$ cat config.mk
export PLATFORM = sky130hd
export DESIGN_NAME = spi_slave
export DESIGN_NICKNAME = d
export VERILOG_FILES = /design/src/rtl/spi_slave.sv
export SDC_FILE = /design/constraint.sdc
export NUM_CORES = 1
export LEC_CHECK = 0
export ABC_CLOCK_PERIOD_IN_PS = 1700
export CAP_MARGIN = 20
export CORE_UTILIZATION = 48
export DETAILED_ROUTE_END_ITERATION = 8
export GPL_ROUTABILITY_DRIVEN = 0
export PLACE_DENSITY = 0.8
export SETUP_SLACK_MARGIN = 0.15
export SYNTH_ARGS = -nofsm -noshare
export SYNTH_HDL_FRONTEND = slang
export SYNTH_SLANG_ARGS = --single-unit
$ cat constraint.sdc
create_clock -name clk -period 1.7 [get_ports clk]
set_clock_uncertainty 0.15 [all_clocks]
set_input_delay 0.34 -clock clk [delete_from_list [all_inputs] [get_ports clk]]
set_output_delay 0.34 -clock clk [all_outputs]
set_load 0.005 [all_outputs]
$ cat src/rtl/spi_slave.sv
// SPI mode-0 MSB-first peripheral: oversamples sclk/cs/mosi in the clk domain, deserialises frames
// and, when SPI_SLAVE_MISO_EN is defined, serialises a buffered response word onto miso.
module spi_slave #(
  parameter int unsigned DATA_WIDTH  = 8,
  parameter int unsigned SYNC_STAGES = 2
) (
  input  logic                  clk,
  input  logic                  rst,
  input  logic                  sclk,
  input  logic                  cs,
  input  logic                  mosi,
  output logic                  miso,
  input  logic [DATA_WIDTH-1:0] tx_data,
  input  logic                  tx_load,
  output logic [DATA_WIDTH-1:0] rx_data,
  output logic                  rx_valid,
  output logic                  rx_err,
  output logic                  busy
);

  localparam int unsigned CNT_W = (DATA_WIDTH > 1) ? $clog2(DATA_WIDTH) : 1;
  localparam logic [CNT_W-1:0] LAST_BIT = CNT_W'(DATA_WIDTH - 1);

  typedef enum logic {IDLE, ACTIVE} state_e;

  logic [SYNC_STAGES-1:0] sclk_sync_q, sclk_sync_d;
  logic [SYNC_STAGES-1:0] cs_sync_q, cs_sync_d;
  logic [SYNC_STAGES-1:0] mosi_sync_q, mosi_sync_d;
  logic                   sclk_prev_q, cs_prev_q;
  state_e                 state_q, state_d;
  logic [CNT_W-1:0]       cnt_q, cnt_d;
  logic [DATA_WIDTH-2:0]  rx_sh_q, rx_sh_d;
  logic [DATA_WIDTH-1:0]  rx_data_q, rx_data_d;
  logic                   rx_valid_q, rx_valid_d;
  logic                   rx_err_q, rx_err_d;
  logic                   busy_q, busy_d;

  logic sclk_s, cs_s, mosi_s;
  logic sclk_rise, sclk_fall, cs_rise, cs_fall;
  logic [DATA_WIDTH-1:0] rx_word;

`ifdef SPI_SLAVE_MISO_EN
  logic [DATA_WIDTH-1:0] tx_buf_q, tx_buf_d;
  logic [DATA_WIDTH-1:0] tx_sh_q, tx_sh_d;
  logic                  miso_q, miso_d;
  logic [DATA_WIDTH-1:0] tx_next;

  // A load in the same cycle as a (re)load bypasses the buffer.
  assign tx_next = tx_load ? tx_data : tx_buf_q;
  assign miso    = miso_q;
`else
  logic unused_tx;
  assign unused_tx = ^{tx_data, tx_load};
  assign miso      = 1'b0;
`endif

  assign sclk_s    = sclk_sync_q[SYNC_STAGES-1];
  assign cs_s      = cs_sync_q[SYNC_STAGES-1];
  assign mosi_s    = mosi_sync_q[SYNC_STAGES-1];
  assign sclk_rise = sclk_s & ~sclk_prev_q;
  assign sclk_fall = ~sclk_s & sclk_prev_q;
  assign cs_rise   = cs_s & ~cs_prev_q;
  assign cs_fall   = ~cs_s & cs_prev_q;
  assign rx_word   = {rx_sh_q, mosi_s};

  always_comb begin
    sclk_sync_d = {sclk_sync_q[SYNC_STAGES-2:0], sclk};
    cs_sync_d   = {cs_sync_q[SYNC_STAGES-2:0], cs};
    mosi_sync_d = {mosi_sync_q[SYNC_STAGES-2:0], mosi};
    state_d     = state_q;
    cnt_d       = cnt_q;
    rx_sh_d     = rx_sh_q;
    rx_data_d   = rx_data_q;
    rx_valid_d  = 1'b0;
    rx_err_d    = 1'b0;
    busy_d      = ~cs_s;
`ifdef SPI_SLAVE_MISO_EN
    tx_buf_d    = tx_load ? tx_data : tx_buf_q;
    tx_sh_d     = tx_sh_q;
    miso_d      = miso_q;
`endif

    case (state_q)
      IDLE: begin
        if (cs_fall) begin
          state_d = ACTIVE;
          cnt_d   = '0;
`ifdef SPI_SLAVE_MISO_EN
          tx_sh_d = tx_next;
          miso_d  = tx_next[DATA_WIDTH-1];
`endif
        end
      end
      ACTIVE: begin
        if (cs_rise) begin
          state_d  = IDLE;
          rx_err_d = (cnt_q != '0);
          cnt_d    = '0;
`ifdef SPI_SLAVE_MISO_EN
          miso_d   = 1'b0;
`endif
        end else if (sclk_rise) begin
          rx_sh_d = rx_word[DATA_WIDTH-2:0];
          if (cnt_q == LAST_BIT) begin
            rx_data_d  = rx_word;
            rx_valid_d = 1'b1;
            cnt_d      = '0;
`ifdef SPI_SLAVE_MISO_EN
            tx_sh_d    = tx_next;
`endif
          end else begin
            cnt_d = cnt_q + CNT_W'(1);
          end
        end else if (sclk_fall) begin
`ifdef SPI_SLAVE_MISO_EN
          // Counter at zero means a word boundary: present the freshly reloaded MSB unshifted.
          if (cnt_q == '0) begin
            miso_d = tx_sh_q[DATA_WIDTH-1];
          end else begin
            tx_sh_d = {tx_sh_q[DATA_WIDTH-2:0], 1'b0};
            miso_d  = tx_sh_q[DATA_WIDTH-2];
          end
`endif
        end
      end
      default: state_d = IDLE;
    endcase
  end

  always_ff @(posedge clk) begin
    if (rst) begin
      sclk_sync_q <= '0;
      cs_sync_q   <= '1;
      mosi_sync_q <= '0;
      sclk_prev_q <= 1'b0;
      cs_prev_q   <= 1'b1;
      state_q     <= IDLE;
      cnt_q       <= '0;
      rx_sh_q     <= '0;
      rx_data_q   <= '0;
      rx_valid_q  <= 1'b0;
      rx_err_q    <= 1'b0;
      busy_q      <= 1'b0;
`ifdef SPI_SLAVE_MISO_EN
      tx_buf_q    <= '0;
      tx_sh_q     <= '0;
      miso_q      <= 1'b0;
`endif
    end else begin
      sclk_sync_q <= sclk_sync_d;
      cs_sync_q   <= cs_sync_d;
      mosi_sync_q <= mosi_sync_d;
      sclk_prev_q <= sclk_s;
      cs_prev_q   <= cs_s;
      state_q     <= state_d;
      cnt_q       <= cnt_d;
      rx_sh_q     <= rx_sh_d;
      rx_data_q   <= rx_data_d;
      rx_valid_q  <= rx_valid_d;
      rx_err_q    <= rx_err_d;
      busy_q      <= busy_d;
`ifdef SPI_SLAVE_MISO_EN
      tx_buf_q    <= tx_buf_d;
      tx_sh_q     <= tx_sh_d;
      miso_q      <= miso_d;
`endif
    end
  end

  assign rx_data  = rx_data_q;
  assign rx_valid = rx_valid_q;
  assign rx_err   = rx_err_q;
  assign busy     = busy_q;

endmodule

**After elaboration in Yosys (flattened, before gate mapping)**

Cells that the tools add are included.

- Bits in registers: 30
- Latch bits: 0
- Bits in writable memories: 0
- ROM bits: 0
- Input port bits: 14
- Output and inout port bits: 12
- Word-level logic and storage cells: 40
- Memories kept: 0

- Add/sub/neg operators: 1
- $mul: 0
- Divide/modulo/power cells: 0
- Order comparisons: 0
- Eq/ne operators: 3
- Shift-type cells: 0
- Mux-type cells: 9
- Bitwise gates (word level): 9
- Reduce and logical (&&, ||, !) cells: 6

Operators with widths:

| cell | number |
|---|---|
| 3-bit 2-to-1 mux | 4 |
| 1-bit NOT | 6 |
| 3-bit one-hot mux with 2 select lines | 1 |
| 4-bit AND reduction | 1 |
| 4-bit OR reduction | 1 |
| 3-bit by 1-bit adder with 3-bit output, second input constant | 1 |
| 1-bit bitwise AND | 3 |
| 3-bit == test, second input constant | 1 |
| 1-bit 2-to-1 mux | 3 |
| 3-bit by 1-bit != test with 1-bit output, second input constant | 1 |
| 3-bit AND reduction | 1 |
| 3-bit nonzero test | 1 |
| 3-bit OR reduction | 1 |
| 2-bit != test, second input constant | 1 |
| 1-bit one-hot mux with 2 select lines | 1 |
| 2-bit AND reduction | 1 |

**Depth between registers and ports, before layout**

Gate-level depths: netlist (run 1).

- Depth in word-level cells: 5
- Mapped depth: 6
- Gate-level depth less buffers: 5

**Least setup slack after synthesis (run 1)**

OpenSTA, ideal clock, no wires.

- Path type: register to register
- From: register cnt_q[0]
- To: register rx_data_q[1], in the netlist rx_data[1]
- Library setup time: 0.120 ns
- Data arrival time: 1.197 ns
- Data required time: 1.430 ns
- Setup slack: 0.233 ns
- Cell stages (with the launch flop): 7
- Path buffers: 1
- Clock period less this slack: 1.467 ns
- Cells stage by stage: dfxtp_1 -> ha_1 -> ha_1 -> and2_4 -> and3_1 -> buf_6 -> mux2i_1

- Word-level cells in the longest chain between the ends: 2

RTL lines:

| what | line | text |
|---|---|---|
| start: declaration | 31 | `logic [CNT_W-1:0] cnt_q, cnt_d;` |
| start signal: assignment | 156 | `cnt_q <= cnt_d;` |
| 3-bit == test | 104 | `if (cnt_q == LAST_BIT) begin` |
| 4-bit AND reduction (no line) | n/a |  |
| end signal: assignment | 158 | `rx_data_q <= rx_data_d;` |
| end: declaration | 33 | `logic [DATA_WIDTH-1:0] rx_data_q, rx_data_d;` |

Every way passes these cells.
A chain may end at the register's enable or synchronous reset.

**Final worst setup path (run 1)**

- From: register cnt_q[0]
- To: register rx_data_q[3], in the netlist rx_data[3]

Same word-level chain as after synthesis.

==> impl_metrics.env, run 1 <==
export IMPL_drc_errors=0
export IMPL_fmax_ghz=0.675
export IMPL_totalWireLength_mm=1.74
export IMPL_crit_required_ns=1.78
export IMPL_crit_arrival_ns=1.56
export IMPL_min_path_type="reg -> reg"
export IMPL_path_buf_inv=0
export IMPL_max_cap_viol_count=0
export IMPL_crit_top_cell="ha_1"
export IMPL_synth_main_ff_cell="dfxtp_1"
export IMPL_drv_slew=0
export IMPL_hold_start="cs_sync_q[0]$_SDFF_PP1_"
export IMPL_synth_cell_types=26
export IMPL_grt_util_met3=0.0702
export IMPL_ios=26
export IMPL_yosysWarnings=0
export IMPL_power_mw=1.14
export IMPL_leakage_nw=0.630
export IMPL_track_usage=0.164
export IMPL_layout_drive_gt1_share=0.185
export IMPL_antenna_found_initial=0
export IMPL_cts_tree="yes"
export IMPL_avgSynthCellArea_um2=11.1
export IMPL_critPathKind="reg -> reg"
export IMPL_areaGrowthSynthToFinish_pct=18.7
export IMPL_port_buffers=15
export IMPL_vias=740
export IMPL_ant_nets=0
export IMPL_final_common_cell="dfxtp_1"
export IMPL_seq_area_frac_synth=0.507
export IMPL_path_max_fanout=6
export IMPL_clkSinkCount=30
export IMPL_path_delay_family="adder cells"
export IMPL_seqCellArea_um2=611
export IMPL_num_rows=17
export IMPL_ctsLongestPathBuffers=2
export IMPL_clock_latency_ns=0.32
export IMPL_synth_edf_count=0
export IMPL_die_h_um=51.7
export IMPL_max_stage_delay_ns=0.33
export IMPL_tns_ns=0
export IMPL_grt_pass1_wl_mm=3.06
export IMPL_coreArea_um2=2280
export IMPL_netlist_area_um2=1180
export IMPL_final_cell_mix="dfxtp_1, mux2i_1, nand2b_1, dlygate4sd2_1, dfxtp_2"
export IMPL_syn_nets=124
export IMPL_ctsHoldBuffers=0
export IMPL_grt_max_degree=33
export IMPL_rsz0062_at_grt="true"
export IMPL_antenna_cells=0
export IMPL_root_buffer="clkbuf_4"
export IMPL_grt_use_met2=0.242
export IMPL_die_w_um=51.7
export IMPL_multi_input_area_um2=543
export IMPL_endpoint_kind="flop"
export IMPL_setup_viol=0
export IMPL_synth_seq_cells=30
export IMPL_htreeDepth=2
export IMPL_rr_worst_depth=5
export IMPL_async_reset_ff_frac=0
export IMPL_grt_overflow=0
export IMPL_critPathLaunchType="flop"
export IMPL_cts_clk_slew_worst_paths_ns=0.09
export IMPL_irDropWorstVdd_uv=646
export IMPL_wl_per_cell_um=11.5
export IMPL_grt_pass1_vias=684
export IMPL_vias_per_cell=4.87
export IMPL_cp_cell_sequence="ha_1 -> ha_1 -> and2_4 -> nand3_4 -> mux2i_1"
export IMPL_r2r_end="rx_data[3]$_SDFFE_PP0P_"
export IMPL_r2r_start="cnt_q[0]$_SDFFE_PP0P_"
export IMPL_drt_iter0_drc=6
export IMPL_hold_end="cs_sync_q[1]$_SDFF_PP1_"
export IMPL_n_fill_cell=204
export IMPL_nNetsFinal=141
export IMPL_min_period_over_period=0.872
export IMPL_reg2reg_slack_ns=0.22
export IMPL_outcome="completed"
export IMPL_drt_pass1_iter_count=3
export IMPL_hold_depth=1
export IMPL_syn_inst=107
export IMPL_hpwl_mm=1.17
export IMPL_cellPowerDensity_nw_per_um2=814
export IMPL_top_usage_layer="met2"
export IMPL_period_needed_ns=1.48
export IMPL_critPathSlowestCell="dfxtp_2"
export IMPL_dieArea_um2=2670
export IMPL_initial_core_util=0.520
export IMPL_cts_made_buffers=5
export IMPL_met1_usage=0.198
export IMPL_hold_slack_ns=0.268
export IMPL_finalHoldViolCount=0
-- synthesized netlist by cell type (2+ instances only) --
| cell type | instances | area share |
|---|---|---|
| and2b_1 | 2 | 0.013 |
| buf_6 | 2 | 0.019 |
| clkbuf_1 | 3 | 0.0095 |
| dfxtp_1 | 30 | 0.51 |
| ha_1 | 3 | 0.032 |
| inv_1 | 3 | 0.0095 |
| mux2i_1 | 18 | 0.15 |
| nand2b_1 | 16 | 0.085 |
| nand3_1 | 2 | 0.0085 |
| nand3b_1 | 4 | 0.025 |
| nor2_1 | 3 | 0.0095 |
| nor2b_1 | 6 | 0.032 |
| or2_2 | 2 | 0.011 |
-- metal layers --
metal  wire [µm]  vias up
met5           0        -
met4           8        0
met3          64        2
met2         824       14
met1         845      343
li1            -      381
-- cell type report --
cell class                 instances  share of cell area
timing repair buffer              16               0.114
multi-input combinational         68               0.386
inverter                           3             0.00801
tap                               28              0.0249
sequential                        30               0.435
clock buffer                       7              0.0321
-- flip-flops by register name, summed over array words and instances, names as in the netlist --
| signal | flops |
|---|---|
| busy | 1 |
| cs_sync_q | 2 |
| state_q | 1 |
| mosi_sync_q | 2 |
| rx_sh_q | 7 |
| cs_prev_q | 1 |
| sclk_sync_q | 2 |
| rx_valid | 1 |
| rx_data | 8 |
| cnt_q | 3 |
| sclk_prev_q | 1 |
| rx_err | 1 |
-- how the worst max path moves through the flow --
| stage | endpoint | depth (start not counted) | startpoint |
|---|---|---|---|
| floorplan | rx_data[1]$_SDFFE_PP0P_ | 6 | cnt_q[0]$_SDFFE_PP0P_ |
| global placement | rx_data[6]$_SDFFE_PP0P_ | 4 | rst |
| detailed placement | rx_data[3]$_SDFFE_PP0P_ | 4 | rst |
| CTS | rx_data[3] | 1 | rx_data[3]$_SDFFE_PP0P_ |
| global route | rx_data[2]$_SDFFE_PP0P_ | 5 | cnt_q[1]$_SDFFE_PP0P_ |
| finish | rx_data[3]$_SDFFE_PP0P_ | 5 | cnt_q[0]$_SDFFE_PP0P_ |
-- worst reg2reg max path: stages, from the launching register on --
cell	delay [ns]
dfxtp_2	0.33
ha_1	0.20
ha_1	0.20
and2_4	0.15
nand3_4	0.14
mux2i_1	0.23
-- report_power, final --
part           leakage, nW  internal, mW  switching [mW]
sequential           0.247         0.712         0.00572
clock               0.0254         0.156           0.218
combinational        0.357        0.0313          0.0209
total                0.630         0.899           0.245
-- logic make-up (layout without fill, tap and decap cells) --
kind of cell,count (synthesis),count (layout),synth area share
AND/OR/NAND/NOR,43,43,0.243
flip-flops,30,30,0.507
AO/OA/AOI/OAI,3,3,0.0180
adder cells (fa/ha/maj),3,3,0.0317
other,1,1,0.00317
multiplexers,18,18,0.152
buffers and inverters,9,26,0.0444
-- stage by stage --
stage / setup WS (ns) / cells / util / area (µm²)
after floorplan: 0.233 / 107 / - / 1180
after global placement: 0.167 / 145 / 0.592 / 1350
after detailed placement: 0.136 / 145 / 0.592 / 1350
after CTS: 0.0401 / 152 / 0.610 / 1390
after global routing: 0.146 / 152 / 0.617 / 1410
final: 0.218 / 152 / 0.617 / 1410
-- what timing repair did --
action,CTS,global route
setup buffers,0,0
setup endpoints to repair,12,7
gates resized for setup,17,5
(Power assumes the default switching activity.)
==> inputs of run 2 (changes only) <==
--- a/config.mk
+++ b/config.mk
@@ -8,6 +8,7 @@
 export ABC_CLOCK_PERIOD_IN_PS = 1700
 export CAP_MARGIN = 20
 export CORE_UTILIZATION = 48
+export CTS_CLUSTER_DIAMETER = 30
 export DETAILED_ROUTE_END_ITERATION = 8
 export GPL_ROUTABILITY_DRIVEN = 0
 export PLACE_DENSITY = 0.8
==> results of run 2 <==
Same layout as run 1: the final DEF is identical, and so are final timing and power.
